$ cat config.mk
export PLATFORM = sky130hd
export DESIGN_NAME = dmem_arbiter
export DESIGN_NICKNAME = d
export VERILOG_FILES = /design/src/rtl/dmem_arbiter.sv
export SDC_FILE = /design/constraint.sdc
export NUM_CORES = 1
export LEC_CHECK = 0
export CAP_MARGIN = 15
export CELL_PAD_IN_SITES_DETAIL_PLACEMENT = 0
export CELL_PAD_IN_SITES_GLOBAL_PLACEMENT = 1
export CORE_MARGIN = 2
export CORE_UTILIZATION = 17
export DETAILED_ROUTE_END_ITERATION = 6
export GPL_ROUTABILITY_DRIVEN = 0
export PLACE_DENSITY_LB_ADDON = 0.1
export SLEW_MARGIN = 20
export SYNTH_ARGS = -nofsm -noshare
export SYNTH_HDL_FRONTEND = slang
export SYNTH_SLANG_ARGS = --single-unit
export TNS_END_PERCENT = 1
$ cat constraint.sdc
create_clock -name clk -period 2.46 [get_ports clk]
set_input_delay 0.492 -clock clk [delete_from_list [all_inputs] [get_ports clk]]
set_output_delay 0.492 -clock clk [all_outputs]
set_load 0.02 [all_outputs]
$ cat src/rtl/dmem_arbiter.sv
// -----------------------------------------------------------------------------
// dmem_arbiter
//
// Shares the single data-memory port between the core memory stage
// (requester 0) and an auxiliary debug/DMA requester (requester 1).
// One requester is granted per cycle. The core is stalled when it loses the
// port. The auxiliary side can lock the port across beats, for example for
// read-modify-write. Auxiliary read data is returned registered, one cycle
// after the grant.
//
// Optional feature macro: DMEM_ARB_STARVE_GUARD_EN
//   When defined, the auxiliary requester is force-granted after STARVE_LIMIT
//   consecutive denied cycles. When undefined, the core has fixed priority.
//
// Parameters
//   STARVE_LIMIT  denied aux cycles before a forced grant (1..15)
//
// Ports
//   clk, rst                     clock, synchronous active-high reset
//   coreReq/Wen/Addr/Wdata/Size  core memory-stage request
//   coreRdata                    combinational load data (dmemRdata)
//   coreStall                    core lost the port this cycle
//   auxReq/Wen/Addr/Wdata/Size   auxiliary request
//   auxLock                      keep the port for the next aux beat
//   auxGnt                       aux beat accepted this cycle
//   auxRvalid, auxRdata          registered aux read return (1-cycle pulse)
//   dmemAddr/Wdata/Size/Wen      memory port
//   dmemRdata                    combinational memory read data
//   dbg_state                    current arbiter state (debug)
//
// Handshakes
//   aux:  valid/ready. auxReq is valid and auxGnt is ready. A beat transfers
//         on a cycle with auxReq && auxGnt. The request fields must stay
//         stable from the rise of auxReq until that cycle.
//   core: no ready signal. While coreStall=1 the memory stage must repeat the
//         same request next cycle. Nothing on the core side is registered.
// -----------------------------------------------------------------------------
module dmem_arbiter #(
  parameter int STARVE_LIMIT = 4
) (
  input  logic        clk,
  input  logic        rst,
  input  logic        coreReq,
  input  logic        coreWen,
  input  logic [31:0] coreAddr,
  input  logic [31:0] coreWdata,
  input  logic [2:0]  coreSize,
  output logic [31:0] coreRdata,
  output logic        coreStall,
  input  logic        auxReq,
  input  logic        auxWen,
  input  logic [31:0] auxAddr,
  input  logic [31:0] auxWdata,
  input  logic [2:0]  auxSize,
  input  logic        auxLock,
  output logic        auxGnt,
  output logic        auxRvalid,
  output logic [31:0] auxRdata,
  output logic [31:0] dmemAddr,
  output logic [31:0] dmemWdata,
  output logic [2:0]  dmemSize,
  output logic        dmemWen,
  input  logic [31:0] dmemRdata,
  output logic        dbg_state
);

  typedef enum logic {
    OWN_CORE   = 1'b0,
    AUX_LOCKED = 1'b1
  } state_t;

  state_t state, state_next;
  logic   core_gnt;
  logic   aux_gnt;
  logic   starve_force;

`ifdef DMEM_ARB_STARVE_GUARD_EN
  // Counts consecutive denied aux cycles while the core owns the port. It
  // saturates at the limit and holds there until aux is finally granted.
  logic [3:0] starve_cnt;

  always_ff @(posedge clk) begin
    if (rst) begin
      starve_cnt <= 4'd0;
    end else if (aux_gnt) begin
      starve_cnt <= 4'd0;
    end else if (state == OWN_CORE && auxReq && starve_cnt != 4'(STARVE_LIMIT)) begin
      starve_cnt <= starve_cnt + 4'd1;
    end
  end

  assign starve_force = (starve_cnt == 4'(STARVE_LIMIT));
`else
  assign starve_force = 1'b0;
`endif

  always_ff @(posedge clk) begin
    if (rst) begin
      state <= OWN_CORE;
    end else begin
      state <= state_next;
    end
  end

  // Grant decision and next state. Reset overrides everything so that a beat
  // that coincides with rst is neither written nor captured.
  always_comb begin
    core_gnt   = 1'b0;
    aux_gnt    = 1'b0;
    state_next = state;
    if (!rst) begin
      case (state)
        OWN_CORE: begin
          if (auxReq && starve_force) begin
            aux_gnt = 1'b1;
          end else if (coreReq) begin
            core_gnt = 1'b1;
          end else if (auxReq) begin
            aux_gnt = 1'b1;
          end
        end
        AUX_LOCKED: begin
          aux_gnt = auxReq;
        end
        default: begin
          state_next = OWN_CORE;
        end
      endcase
      if (aux_gnt) begin
        state_next = auxLock ? AUX_LOCKED : OWN_CORE;
      end
    end
  end

  // The core fields are the idle default on the port, with the write enable
  // held low.
  always_comb begin
    dmemAddr  = coreAddr;
    dmemWdata = coreWdata;
    dmemSize  = coreSize;
    dmemWen   = 1'b0;
    if (aux_gnt) begin
      dmemAddr  = auxAddr;
      dmemWdata = auxWdata;
      dmemSize  = auxSize;
      dmemWen   = auxWen;
    end else if (core_gnt) begin
      dmemWen   = coreWen;
    end
  end

  // The aux side holds the port either by winning this cycle or by owning the
  // lock, including idle locked cycles.
  assign coreStall = !rst && coreReq && (aux_gnt || state == AUX_LOCKED);
  assign auxGnt    = aux_gnt;
  assign coreRdata = dmemRdata;
  assign dbg_state = state;

  always_ff @(posedge clk) begin
    if (rst) begin
      auxRvalid <= 1'b0;
      auxRdata  <= 32'd0;
    end else begin
      auxRvalid <= aux_gnt && !auxWen;
      if (aux_gnt && !auxWen) begin
        auxRdata <= dmemRdata;
      end
    end
  end

endmodule

== Word level (Yosys, flattened, before mapping) ==
Cells that the tools add are included.
Word-level totals
  ROM bits: 0
  register bits: 34
  RAM bits: 0
  latch bits: 0
  bits of input ports: 173
  memories kept: 0
Operators by class
  shift operators: 0
  reduce and logical (&&, ||, !) cells: 6
  bitwise operators: 1
  add/sub/neg operators: 0
  $lt $le $gt $ge: 0
  divide/modulo/power cells: 0
  multiply operators: 0
  equal/unequal tests: 0
  multiplexer cells: 14
Operators by type and width (number)
  $mux 32: 2
  $mux 1: 10
  $logic_and 1x1->1: 3
  $mux 3: 1
  $logic_not 1->1: 2
  $pmux 1 s2: 1
  $logic_or 1x1->1: 1
  $not 1->1: 1

== Longest topological paths before layout ==
  depth in word-level cells: 7
  mapped depth: 5

== Worst setup path before layout ==
No wires, ideal clock.
  path type: register to output
  start point: register state, in the netlist dbg_state
  end point: output dmemAddr[12]
  arrival time: 1.389 ns
  slack: 0.579 ns
  required time: 1.968 ns
  stages on the path, launching flop included: 6
  cell sequence: dfxtp_1 > nand2b_2 > nand3b_4 > buf_6 > buf_6 > mux2_4
Between the ends
  longest elaborated chain between the ends: 5
RTL lines
  start: declaration: line 72  | state_t state, state_next;
  start signal: assignment: line 101  | state <= state_next;
  $not 1->1
  $pmux 1 s2 (*): line 112  | case (state)
  $mux 1 (*) (2 in a row): line 111  | if (!rst) begin
  $mux 32 (*): line 142  | if (aux_gnt) begin
  end: declaration: line 59  | output logic [31:0] dmemAddr,
Every way passes the cells marked *; elsewhere a longest branch is shown, timed or not. The select of a mux whose other input is x is not followed.

== Worst setup path in the final report ==
  start point: input coreReq
  end point: output dmemAddr[26]
Between the ends
  longest elaborated chain between the ends: 5
RTL lines
  start: declaration: line 43  | input logic coreReq,
  $mux 1: line 116  | end else if (coreReq) begin
  $pmux 1 s2: line 112
  $mux 1 (2 in a row): line 111
  $mux 32: line 142
Every way passes these cells. The select of a mux whose other input is x is not followed.

==> metrics.md <==
| Metric | Value |
|---|---|
| Outcome | complete, no violations |
| Worst setup path class | in -> out |
| Grt ovf | 0 |
| First-pass GRT wire length | 15460 um |
| Number of global-route vias before repair | 2687 |
| # rows | 42 |
| Clk pin slew, worst setup/hold paths | 0.05 ns |
| PwrDens | 388.1 mW/mm^2 |
| Hold_buf cts | 0 |
| Filler cells | 1321 |
| Vias | approximately 2600 |
| Root buf cell | clkbuf_16 |
| F_max | between 400 and 500 MHz |
| Final setup viols | 0 |
| Cts bufs inserted | 5 |
| Layout area overhead | 137.9% |
| Slew at the pin with the worst max-slew slack | 0.3498 ns |
| Total GRT Usage | between 10% and 20% |
| Total of max-cap violations | 0 |
| Worst Path Buf+Inv | 4 |
| Crit-path leading delay family | buffers and inverters |
| Crit path DAT | 1.82 ns |
| Final Hold Fails | 0 |
| Post-DR wirelength/cell | 16.41 um |
| Layout Nets | 661 |
| Unique masters post-synth | 19 |
| Htree depth | 2 |
| Commonest non-fill, non-tap cell in the layout | clkdlybuf4s50_1 |
| Hold Slack | 0.4736 ns |
| Slowest CP cell | mux2_4 |
| Die Ht | 119.1 um |
| Mapped Avg Cell Area | 11.62 um^2 |
| Share of cells above drive strength 1 | about a third |
| Largest net degree at the start of global routing | 33 |
| Seq/Total Area, Yosys | 30.21% |
| Yosys warning total | 0 |
| Initial antenna violation count | 0 |
| Skew-Pair Late Insertion Delay | between 0.2 and 0.3 ns |
| IO buf count | between 300 and 400 |
| CTS tree | done |
| Cell taking the most area after synthesis | dfxtp_1 |
| Clock Skew | 0.005573 ns |
| Ranking of synthesized cells by area | dfxtp_1, mux2_2, mux2_4 |
| Cell Count, Final, Fillers Out | 665 |
| Area post-placement | between 0.005 and 0.006 mm^2 |
| Mapped Cells | approximately 190 |
| Cell area after layout | about 0.0054 mm^2 |
| Most frequent cells in the layout | clkdlybuf4s50_1, buf_2, mux2_2 |
| Residual DRC | 0 |
| Inst Count DP | 647 |
| Detailed Place HPWL | about 9200 um |
| Worst EP required | 1.97 ns |
| Core area | 0.01309 mm^2 |
| LEAKAGE | 2.280 nW |
| Hold WC Path Type | reg -> reg |
| Routed WL | about 11000 um |
| Register bit total from synthesis | 34 |
| Min Tclk post-route | 2.312 ns |
| Antenna Diode Count | 0 |
| Setup TNS | 0 ns |
| Vias per cell | ~3.9 |
| Synth Cell Area | roughly 0.0023 mm^2 |
| Peak VDD IR | about 210 uV |
| Worst Setup Start Kind | input port |
| Crit-path max FO | 8 |
| CTS Sinks | 34 |
| RSZ-0062 raised after global routing | false |
| Initial Util | 17.22% |
| Post-synth net total | 367 |
| DIE WIDTH | about 120 um |
| Post-route ant nets | 0 |
| DRT Pass-1 Iters | 3 |
| Fin crit share | a little over nine tenths |
| 1st-iter DRT viols | 57 |
| I/O pin count | 309 |
| Die footprint | 0.01419 mm^2 |
| CTS max path bufs | 2 |
| Final Max Tran Viols | 0 |
| Crit. End Element | output port |
| Slew margin rel. | about three quarters |
| Worst path max stage delay | 0.29 ns |
| Post-synth top area share | between 30% and 40% |
| Worst path cell trace | dlygate4sd2_1 > nand2b_2 > nand3b_4 > buf_4 > clkbuf_16 > mux2_4 > clkdlybuf4s15_2 |
[routing by layer]
metal	vias up	GRT usage [%]	wire [um]
met3	8	5.172	908
met1	1198	14.81	3837
met4	0	3.051	144
met2	144	27.41	6021
li1	1276	-	-
met5	-	0	0
[per-stage QoR]
step / worst slack (ns) / util, % / total power (W)
3_3_place_gp: -0.4070 / 40.98 / 0.001548
3_5_place_dp: -0.4134 / 40.98 / 0.001547
4_1_cts: -0.1255 / 40.41 / 0.002109
6_report: 0.1476 / 40.96 / 0.002081
5_1_grt: 0.1062 / 40.96 / 0.002186
2_1_floorplan: 0.5793 / - / 0.0009943
[report_power, final]
| group | total, W | leakage (nW) | internal (W) | switching, W |
|---|---|---|---|---|
| clock | 0.000607 | 0.0739 | 0.000400 | 0.000207 |
| combinational | 0.000889 | 1.93 | 0.000527 | 0.000362 |
| sequential | 0.000584 | 0.277 | 0.000574 | 0.0000104 |
[sequential cells by signal, indices dropped and copies added (netlist names)]
| name | count |
|---|---|
| auxRdata | 32 |
| auxRvalid | 1 |
| dbg_state | 1 |
[cells in the mapped netlist (all sizes together)]
master,number
nor2,1
mux2,67
nand3,1
nand2,2
a31oi,1
nand2b,1
a22o,32
nor2b,1
a21oi,2
nand3b,1
nor4b,1
buf,45
and2b,1
nor3,1
dfxtp,34
inv,3
[logic make-up after synthesis]
family | Yosys count | share of synthesized area, %
AOI/OAI and AO/OA | 35 | 13.44
muxes | 67 | 36.65
and+or+nand+nor | 10 | 3.997
buffers and inverters | 48 | 15.71
DFF | 34 | 30.21
[final timing paths]
check / from / end / slack (ns) / cells past startpoint
worst max register to register: dbg_state / auxRdata[16] / 0.85 / 6
worst min-delay path: auxRdata[9] / auxRdata[9] / 0.47 / 1
worst min register to register: auxRdata[9] / auxRdata[9] / 0.47 / 1
worst max-delay path: coreReq / dmemAddr[26] / 0.15 / 7
[worst register-to-register path: cells and delay by family, from the launching register on]
kind / cells / cell delay [ns]
AO/OA/AOI/OAI: 1 / 0.19
AND/OR/NAND/NOR: 2 / 0.43
flip-flops: 1 / 0.34
buffers and inverters: 3 / 0.59
[final cells by class]
class                      instances  area [um^2]  area share, %
clock buffer                       7        142.6          2.661
clock inverter                     1        5.005        0.09337
inverter                           3        11.26         0.2101
multi-input combinational        112         1227          22.90
sequential                        34        680.7          12.70
tap                              176        220.2          4.108
timing repair buffer             332         3073          57.33
[repair_timing]
action	in CTS	in global routing
setup buffers	0	8
setup endpoints to repair	68	46
gates cloned	0	2
gates resized for setup	247	15
Power figures use the tool's default switching activity.
